[src/rtl/xcore_gnrl_skid_buf_if.sv]
// xcore_gnrl_skid_buf_if: valid/ready/payload handshake bundle for one side of a pipeline stage
interface xcore_gnrl_skid_buf_if #(parameter int DW = 8);
    logic          vld;
    logic          rdy;
    logic [DW-1:0] dat;
    modport master (output vld, output dat, input rdy);
    modport slave  (input vld, input dat, output rdy);
endinterface

[src/rtl/xcore_gnrl_skid_buf.sv]
// xcore_gnrl_skid_buf: 2-entry skid buffer with registered valid/ready and sync flush
module xcore_gnrl_skid_buf #(
    parameter int DW = 8
) (
    input logic                   clk,
    input logic                   rst_n,
    input logic                   flush,
    xcore_gnrl_skid_buf_if.slave  i_if,
    xcore_gnrl_skid_buf_if.master o_if
);
    typedef enum logic [1:0] {EMPTY, BUSY, FULL} state_t;
    state_t        state;
    logic [DW-1:0] main_q;
    logic [DW-1:0] skid_q;
    logic          push;
    logic          pop;
    // Handshake outputs come straight from state so no input reaches an output combinationally.
    assign i_if.rdy = (state != FULL);
    assign o_if.vld = (state != EMPTY);
    assign o_if.dat = main_q;
    assign push     = i_if.vld & i_if.rdy;
    assign pop      = o_if.vld & o_if.rdy;
    always_ff @(posedge clk or negedge rst_n) begin
        if (!rst_n) begin
            state  <= EMPTY;
            main_q <= '0;
            skid_q <= '0;
        end else if (flush) begin
            state <= EMPTY;
        end else begin
            case (state)
                EMPTY: if (push) begin
                    state  <= BUSY;
                    main_q <= i_if.dat;
                end
                BUSY: begin
                    state  <= (push && !pop) ? FULL : (pop && !push) ? EMPTY : BUSY;
                    if (push && pop) main_q <= i_if.dat;
                    if (push && !pop) skid_q <= i_if.dat;
                end
                FULL: if (pop) begin
                    state  <= BUSY;
                    main_q <= skid_q;
                end
                default: state <= EMPTY;
            endcase
        end
    end
endmodule
[src/flat_wrapper.sv]
// flat-port wrapper written by rule: the top's interface ports become plain ports
module xcore_gnrl_skid_buf_flat 
#(
    parameter int DW = 8
)
  (clk, rst_n, flush, i_if_vld, i_if_dat, i_if_rdy, o_if_vld, o_if_dat, o_if_rdy);
  xcore_gnrl_skid_buf_if #(.DW(DW)) i_if_i ();
  xcore_gnrl_skid_buf_if #(.DW(DW)) o_if_i ();
  input logic clk;
  input logic rst_n;
  input logic flush;
  input wire logic [$bits(i_if_i.vld)-1:0] i_if_vld;
  input wire logic [$bits(i_if_i.dat)-1:0] i_if_dat;
  output wire logic [$bits(i_if_i.rdy)-1:0] i_if_rdy;
  output wire logic [$bits(o_if_i.vld)-1:0] o_if_vld;
  output wire logic [$bits(o_if_i.dat)-1:0] o_if_dat;
  input wire logic [$bits(o_if_i.rdy)-1:0] o_if_rdy;
  assign i_if_i.vld = i_if_vld;
  assign i_if_i.dat = i_if_dat;
  assign i_if_rdy = i_if_i.rdy;
  assign o_if_vld = o_if_i.vld;
  assign o_if_dat = o_if_i.dat;
  assign o_if_i.rdy = o_if_rdy;
  xcore_gnrl_skid_buf #(.DW(DW)) u_core (.clk(clk), .rst_n(rst_n), .flush(flush), .i_if(i_if_i), .o_if(o_if_i));
endmodule
[config.mk]
export PLATFORM = sky130hd
export DESIGN_NAME = xcore_gnrl_skid_buf_flat
export DESIGN_NICKNAME = d
export VERILOG_FILES = /design/src/rtl/xcore_gnrl_skid_buf_if.sv /design/src/rtl/xcore_gnrl_skid_buf.sv /design/src/flat_wrapper.sv
export SDC_FILE = /design/constraint.sdc
export NUM_CORES = 1
export LEC_CHECK = 0
export ABC_AREA = 1
export CORE_MARGIN = 3
export CORE_UTILIZATION = 50
export CTS_BUF_LIST = sky130_fd_sc_hd__clkbuf_8
export DETAILED_ROUTE_END_ITERATION = 16
export PLACE_DENSITY = 0.83
export SETUP_SLACK_MARGIN = 0.5
export SLEW_MARGIN = 40
export SYNTH_ARGS = -nofsm -noshare
export SYNTH_HDL_FRONTEND = slang
export SYNTH_SLANG_ARGS = --single-unit
[constraint.sdc]
create_clock -name clk -period 2.35 [get_ports clk]
set_clock_uncertainty 0.2 [all_clocks]
set_input_delay 0.5875 -clock clk [delete_from_list [all_inputs] [get_ports clk]]
set_output_delay 0.5875 -clock clk [all_outputs]
set_load 0.03 [all_outputs]
==> impl_metrics.toml <==
[status]
status = "finished, final reports clean"

[logic_synthesis]
synth.net_count = 133
synth_area_leaders = "dfrtp_1 (48%), nand2_1 (22%), nand3_1 (13%)"
syn_area_um2 = 932.1
synth_area_leader_cell = "dfrtp_1"
yosys.area.top_type_share = 0.4832
synth_cells = 120
ys_types = 14
ys_ff_latch = 18
yosys_warnings = 0
seq_area_frac_synth = 0.4832
syn_avg_cell_area_um2 = 7.768

[worst_setup_path]
crit_path_max_fanout = 8
critPathCaptureType = "output pin"
cp_cell_sequence = "buf_4 > nand2_8 > buf_6"
r2r_end = "u_core.o_if.dat[4]"
worstSetupStartpoint = "u_core.state[1]"
rr_worst_depth = 7
r2r_start = "u_core.state[1]"
arrival_ns = 1.09
endpoint = "i_if_rdy"
slowest_stage = "dfrtp_2"
regToRegSetupSlack_ns = 0.88
critical_path_class = "register to output pin"
startpoint_type = "register"
cp_slowest_stage_delay_ns = 0.43
required_ns = 1.56

[layout]
final_nets = 169
n_antenna_cell = 0
final_cell_area_um2 = 1318
area_delta_synth_final_pct = 41.34
final_common_cell = "nand2_1"
drive_gt1_frac = 0.2000
final_cell_mix = "nand2_1 (55), nand3_1 (25), dfrtp_1 (16), clkdlybuf4s50_1 (11), buf_4 (9)"

[global_route]
overflow = 0
grt_start_max_net_pins = 19
antenna_found_initial = 0
grt.busiest_layer = "met2"
grt_use_met1 = 0.2712
use_met3 = 0.02752
grt_pass1_wl_um = 3981
first_global_vias = 906
grt_use_met2 = 0.3571
grt_use_total = 0.2087

[sta]
grt_setup_unrepaired = "yes"
fin_crit_sh = 0.7978
max_slew_margin = 0.7923
tns_ns = 0
tightest_slew_ns = 0.3083
clock.fmax_ghz = 0.5334
post-route-min-period_ns = 1.875
hold_viol = 0
drv_slew = 0
setup_viol = 0

[drt]
vias = 956
wl_per_cell_um = 13.28
drc = 0
avgViaCountPerCell = 5.341
first_pass_iters = 4
first_iter_violations = 67
postRouteWirelength_um = 2377
ant_nets = 0

[clock_tree]
htree_levels = 1
clkLatencyLatePin_ns = 0.26
holdBufCountCts = 0
cts_tree = "done"
cts_buffers = 3
clock_path_buffers = 2
cts_root_buffer = "clkbuf_8"
clk_pin_slew_ns = 0.07
cts.sinks = 18

[power]
power.density_nw_per_um2 = 743.5
finalPower_uw = 979.6
leakage_nw = 0.7169
ir_worst_vdd_mv = 0.5274

[floorplanning]
start_util = 0.5722
dieArea_um2 = 2418
die_x_um = 49.18
core_area_um2 = 1629
die_h_um = 49.18
core.rowCount = 14
pin_count = 23

[min_path]
hold_path_depth = 2
hp-class = "register to register"

[placed_design]
dpl_cell_area_um2 = 1197
place.port_buffers = 22
hpwl_um = 1507
gp_congestion = 0.7855

[job]
cap_violations = 0
synthesized netlist by cell type:
| library cell | count |
|---|---|
| inv_2 | 3 |
| nor2_2 | 2 |
| inv_1 | 4 |
| nand3_4 | 1 |
| nand2_2 | 1 |
| nand2_4 | 4 |
| buf_4 | 1 |
| nand2_1 | 55 |
| nor2_4 | 1 |
| nand3_1 | 25 |
| nor2_1 | 2 |
| nand4_1 | 1 |
| dfrtp_1 | 18 |
| o21ai_0 | 2 |
through the flow:
step	std cells	setup WS (ns)	util	hold slack, ns
floorplan	120	0.8533	-	0.09191
global placement	168	0.2587	0.7350	0.2548
detailed placement	168	0.2327	0.7350	0.2647
CTS	175	0.3328	0.7873	0.2781
global route	179	0.4514	0.8088	0.2891
finish	179	0.4753	0.8088	0.2735
where the power goes:
group	total [mW]	switching, mW	internal (mW)
sequential	0.426	0.0414	0.384
clock	0.252	0.103	0.149
combinational	0.302	0.191	0.111
total	0.980	0.336	0.644
cell families after synthesis:
logic type	count (synthesis)	synth area share
compound gates	2	0.01074
buf+inv	8	0.03624
flops	18	0.4832
simple gates	92	0.4698
layout make-up:
| class | count | area [um2] |
|---|---|---|
| fillers | 116 | 311.5 |
| flip-flops and latches | 18 | 452.9 |
| well taps | 24 | 30.03 |
| clock buffers | 4 | 55.05 |
| multi-input cells | 94 | 456.7 |
| repair buffers | 32 | 296.5 |
| inverters | 7 | 26.28 |
critical path: cells and delay by family (launching register included):
kind,cells,cell delay [ns]
buf+inv,2,0.30
flops,1,0.43
simple gates,1,0.10
worst min-delay path by stage:
stage                                     to                from  slack (ns)
after CTS                 u_core.o_if.dat[5]  u_core.o_if.dat[5]        0.28
after detailed placement    u_core.skid_q[6]    u_core.skid_q[6]        0.26
after global routing      u_core.o_if.dat[5]  u_core.o_if.dat[5]        0.29
after floorplan           u_core.o_if.dat[0]               rst_n        0.09
final                     u_core.o_if.dat[7]  u_core.o_if.dat[7]        0.27
after global placement      u_core.skid_q[6]    u_core.skid_q[6]        0.25
routing by layer:
layer / wire length [um] / vias up
met4: 32 / 0
met5: 0 / -
met2: 1150 / 60
met1: 992 / 434
met3: 201 / 7
li1: - / 455
sequential cells by signal (all words and copies together) (netlist names):
name	cells
u_core.state	2
u_core.o_if.dat	8
u_core.skid_q	8
what timing repair did:
item | CTS | global route
resized for setup | 20 | 5
setup endpoints to repair | 11 | 16
pin swaps | 2 | 1
buffers inserted | 3 | 4
Note: power is estimated with default switching activity, not from simulation.
